### src/rtl/shift_74hc165.sv
// Reader for a chain of 74HC165 PISO shift registers: load, clock out WIDTH bits, present the word.
// Optional SHIFT_165_CHANGE_EN adds a `changed` pulse when a capture differs from the previous word.
module shift_74hc165 #(
    parameter int CHAIN   = 1,
    parameter int CLK_DIV = 4
) (
    input  logic                 clk,
    input  logic                 rst,
    input  logic                 rd_en,
    input  logic                 serial_in,
    output logic                 shift_load_n,
    output logic                 shift_clock,
    output logic [8*CHAIN-1:0]   data_out,
    output logic                 valid,
    output logic                 busy
`ifdef SHIFT_165_CHANGE_EN
   ,output logic                 changed
`endif
);

    localparam int WIDTH = 8 * CHAIN;
    localparam int DIV_W = (CLK_DIV > 1) ? $clog2(CLK_DIV) : 1;
    localparam int CNT_W = $clog2(WIDTH + 1);
    localparam logic [DIV_W-1:0] DIV_LAST = DIV_W'(CLK_DIV - 1);
    localparam logic [CNT_W-1:0] CNT_LAST = CNT_W'(WIDTH - 1);

    typedef enum logic [2:0] {
        S_IDLE,
        S_LOAD,
        S_SETTLE,
        S_HIGH,
        S_LOW,
        S_DONE
    } state_t;

    state_t           state, state_next;
    logic [DIV_W-1:0] div_q, div_next;
    logic [CNT_W-1:0] cnt_q, cnt_next;
    logic [WIDTH-1:0] shreg_q, shreg_next;
    logic             div_end;
    logic             sample;
    logic             load_n_next;
    logic             sclk_next;
    logic             busy_next;
    logic             valid_next;

    assign div_end = (div_q == DIV_LAST);

    // Pins are driven from registers loaded with the decode of the next state,
    // so they track the state register cycle-for-cycle without glitches.
    always_ff @(posedge clk or posedge rst) begin
        if (rst) begin
            state        <= S_IDLE;
            div_q        <= '0;
            cnt_q        <= '0;
            shreg_q      <= '0;
            shift_load_n <= 1'b1;
            shift_clock  <= 1'b0;
            data_out     <= '0;
            valid        <= 1'b0;
            busy         <= 1'b0;
`ifdef SHIFT_165_CHANGE_EN
            changed      <= 1'b0;
`endif
        end else begin
            state        <= state_next;
            div_q        <= div_next;
            cnt_q        <= cnt_next;
            shreg_q      <= shreg_next;
            shift_load_n <= load_n_next;
            shift_clock  <= sclk_next;
            valid        <= valid_next;
            busy         <= busy_next;
            if (valid_next) begin
                data_out <= shreg_next;
            end
`ifdef SHIFT_165_CHANGE_EN
            changed      <= valid_next && (shreg_next != data_out);
`endif
        end
    end

    always_comb begin
        state_next = state;
        div_next   = div_q + 1'b1;
        cnt_next   = cnt_q;
        sample     = 1'b0;
        case (state)
            S_IDLE: begin
                div_next = '0;
                if (rd_en) state_next = S_LOAD;
            end
            S_LOAD: begin
                if (div_end) begin
                    div_next   = '0;
                    state_next = S_SETTLE;
                end
            end
            S_SETTLE: begin
                if (div_end) begin
                    div_next   = '0;
                    sample     = 1'b1;
                    cnt_next   = CNT_W'(1);
                    state_next = S_HIGH;
                end
            end
            S_HIGH: begin
                if (div_end) begin
                    div_next   = '0;
                    state_next = S_LOW;
                end
            end
            S_LOW: begin
                if (div_end) begin
                    div_next   = '0;
                    sample     = 1'b1;
                    cnt_next   = cnt_q + 1'b1;
                    state_next = (cnt_q == CNT_LAST) ? S_DONE : S_HIGH;
                end
            end
            S_DONE: begin
                div_next   = '0;
                state_next = rd_en ? S_LOAD : S_IDLE;
            end
            default: begin
                div_next   = '0;
                state_next = S_IDLE;
            end
        endcase
    end

    // Left shift: after WIDTH samples the first bit (nearest chip's D7) sits in the MSB.
    always_comb begin
        shreg_next = shreg_q;
        if (sample) shreg_next = {shreg_q[WIDTH-2:0], serial_in};
    end

    always_comb begin
        load_n_next = (state_next != S_LOAD);
        sclk_next   = (state_next == S_HIGH);
        busy_next   = (state_next inside {S_LOAD, S_SETTLE, S_HIGH, S_LOW});
        valid_next  = (state_next == S_DONE);
    end

endmodule

### config.mk
export PLATFORM = sky130hd
export DESIGN_NAME = shift_74hc165
export DESIGN_NICKNAME = d
export VERILOG_FILES = /design/src/rtl/shift_74hc165.sv
export SDC_FILE = /design/constraint.sdc
export NUM_CORES = 1
export LEC_CHECK = 0
export CAP_MARGIN = 20
export CORE_AREA = 2 2 47 70
export CTS_CLUSTER_DIAMETER = 60
export DETAILED_ROUTE_END_ITERATION = 8
export DIE_AREA = 0 0 49 72
export GPL_ROUTABILITY_DRIVEN = 0
export PLACE_DENSITY = 0.82
export SLEW_MARGIN = 20
export SYNTH_ARGS = -nofsm -noshare
export SYNTH_HDL_FRONTEND = slang
export SYNTH_SLANG_ARGS = --single-unit
### constraint.sdc
create_clock -name clk -period 4.05 [get_ports clk]
set_input_delay 0.6075 -clock clk [delete_from_list [all_inputs] [get_ports clk]]
set_output_delay 0.6075 -clock clk [all_outputs]
set_load 0.005 [all_outputs]
==> results.sh <==
export IMPL_status="finished clean"
export IMPL_drc=0
export IMPL_layout_nets=141
export IMPL_post_route_min_period_ns=1.96
export IMPL_final_cells=175
export IMPL_fin_crit_sh_pct=48.3
export IMPL_cts_resized=0
export IMPL_yosysWarnings=0
export IMPL_rsz0062_at_grt="no"
export IMPL_setup_tns_ns=0
export IMPL_root_buffer="clkbuf_8"
export IMPL_dp_cells=167
export IMPL_top_layer_used="met4"
export IMPL_viasPerCell=5.23
export IMPL_firstDrtPassIters=4
export IMPL_cts_setup_buffers=0
export IMPL_r2r_slack_ns=2.15
export IMPL_finalHoldViolations=0
export IMPL_path_class="input port to register"
export IMPL_synth_area_um2=1390
export IMPL_cts_tree="yes"
export IMPL_drt_iter0_markers=26
export IMPL_grt_usage_pct=16.2
export IMPL_fin_util_pct=57.3
export IMPL_synth_edff_count=0
export IMPL_setup_viol=0
export IMPL_synth_seq_area_share_pct=52.2
export IMPL_cp_max_fo=9
export IMPL_clk_latency_ns=0.28
export IMPL_hpwl_um=1700
export IMPL_relSlewSlack_pct=61.9
export IMPL_cts_buffers=5
export IMPL_port_buffer_count=15
export IMPL_required_ns=4.21
export IMPL_synth_top_area_share_pct=50.3
export IMPL_worstMarginPinSlew_ns=0.571
export IMPL_yosys_cell_count_top_type="dfrtp_1"
export IMPL_wl_met1_um=946
export IMPL_synthFlopType="dfrtp_1"
export IMPL_grt_pass1_wl_um=4270
export IMPL_initial_core_util_pct=47.9
export IMPL_hp_class="register to register"
export IMPL_seq_power_share_pct=52.1
export IMPL_wl_per_cell_um=13.5
export IMPL_fmax_mhz=511
export IMPL_internal_power_uw=451
export IMPL_overflow=0
export IMPL_maxSlewViolCount=0
export IMPL_p_leak_nw=0.747
export IMPL_drv_cap=0
export IMPL_grt_max_degree=30
export IMPL_core_area_um2=2910
export IMPL_num_rows=24
export IMPL_whs_ns=0.436
export IMPL_met2WireLength_um=1230
export IMPL_yosysTopAreaCell="dfrtp_1"
export IMPL_clockBufferDepth=2
export IMPL_end_kind="register"
export IMPL_arrival_ns=2.12
export IMPL_dieArea_um2=3530
export IMPL_h_tree_depth=2
export IMPL_synth_area_top_cells="dfrtp_1 50%, mux2_4 8.6%, mux2_2 6.5%"
export IMPL_ir_drop_v=0.000216
export IMPL_grt_pass1_vias=944
export IMPL_swShare_pct=20.2
export IMPL_synth_cell_types=38
export IMPL_num_fill_cells=252
export IMPL_cts_sinks=29
export IMPL_total_power_uw=565
export IMPL_num_vias=915
export IMPL_synth_seq_cells=29
export IMPL_routed_wl_um=2360
export IMPL_fin_skew_ns=0.00490
export IMPL_syn_avg_cell_area_um2=11.9
export IMPL_synthArstFlopShare_pct=100
export IMPL_synthCells=117
export IMPL_ant_nets=0
export IMPL_clkPwrFrac_pct=45.5
export IMPL_area_growth_pct=19.7
export IMPL_clk_pin_slew_ns=0.06
export IMPL_p_sw_uw=114
export IMPL_antenna_found_initial=0
export IMPL_startpoint_type="input port"
export IMPL_top_level_ports=16
export IMPL_combPwrFrac_pct=2.4
export IMPL_powerDensity_nw_per_um2=339
export IMPL_wl_met3_um=118
export IMPL_synth_nets=123
export IMPL_drive_above_1_share_pct=28.7
export IMPL_cts_hold_buf=0
export IMPL_die_h_um=72
export IMPL_insertedDiodeCount=0
export IMPL_chipWidth_um=49
[final timing paths]
kind,start,to,cells past startpoint
min in group asynchronous,rst,div_q[1]$_DFF_PP0_,2
max in group asynchronous,rst,shift_load_n$_DFF_PP1_,2
setup / recovery,rd_en,data_out[0]$_DFFE_PP0P_,6
hold / removal,div_q[0]$_DFF_PP0_,div_q[0]$_DFF_PP0_,1
setup reg to reg,state[2]$_DFF_PP0_,data_out[7]$_DFFE_PP0P_,4
hold reg to reg,div_q[0]$_DFF_PP0_,div_q[0]$_DFF_PP0_,1
[cell usage in the layout (no fill, tap or decap), types with 2 or more instances in the layout]
| master | Yosys | final |
|---|---|---|
| a21oi_1 | 5 | 5 |
| and2b_2 | 2 | 2 |
| clkbuf_8 | 0 | 7 |
| clkdlybuf4s50_1 | 0 | 15 |
| dfrtp_1 | 28 | 28 |
| ha_1 | 2 | 2 |
| inv_1 | 6 | 5 |
| inv_2 | 1 | 2 |
| mux2_2 | 8 | 8 |
| mux2_4 | 8 | 8 |
| nand2_1 | 8 | 8 |
| nand2b_1 | 2 | 2 |
| nor2_1 | 8 | 8 |
| nor3_1 | 4 | 4 |
| o21ai_0 | 8 | 8 |
| xnor2_1 | 2 | 2 |
[area by class of cell]
| type | count | area [um2] | area share [%] |
|---|---|---|---|
| clock buffers | 7 | 96.3 | 5.77 |
| clock inverters | 1 | 5.00 | 0.300 |
| inverters | 7 | 26.3 | 1.57 |
| multi-input cells | 77 | 616 | 36.9 |
| flip-flops and latches | 29 | 727 | 43.6 |
| well taps | 39 | 48.8 | 2.92 |
| repair buffers | 15 | 150 | 9.00 |
[worst max-delay path: stages]
cell and delay, ns:
clkdlybuf4s50_1 0.45, or2_2 0.31, a21oi_2 0.18, o22ai_4 0.11
nand2_8 0.15, mux2_4 0.31
[per-stage QoR]
stage,setup WS [ns],instance area [um2]
global route,2.02,1670
floorplan,2.34,1390
finish,2.09,1670
global placement,1.82,1570
CTS,2.10,1670
detailed placement,1.79,1570
[cell families (layout without fill, tap and decap cells)]
kind of cell	count (synthesis)	in the layout	share of synthesized area (%)
XOR/XNOR	2	2	1.26
multiplexers	17	17	15.8
buffers and inverters	11	30	3.68
flip-flops	29	29	52.2
AO/OA/AOI/OAI	23	23	11.4
AND/OR/NAND/NOR	33	33	13.9
adder cells (fa/ha/maj)	2	2	1.80
[state kept, by name (all words and copies together) (netlist names)]
| register | count |
|---|---|
| state | 3 |
| busy | 1 |
| valid | 1 |
| cnt_q | 4 |
| div_q | 2 |
| data_out | 8 |
| shift_clock | 1 |
| shreg_q | 8 |
| shift_load_n | 1 |
[power groups by stage]
stage / Combinational [mW] / Sequential (mW) / Clock, mW
after floorplan: 0.00853 / 0.299 / 0
after global placement: 0.0134 / 0.300 / 0
after detailed placement: 0.0140 / 0.300 / 0
after CTS: 0.0139 / 0.295 / 0.265
after global routing: 0.0157 / 0.295 / 0.278
final: 0.0135 / 0.295 / 0.257
[metal layers]
metal	GRT usage, %	vias up
met4	9.52	0
met5	0	-
met3	5.97	6
met2	26.6	26
met1	18.0	443
li1	-	440
Power figures use the tool's default switching activity.
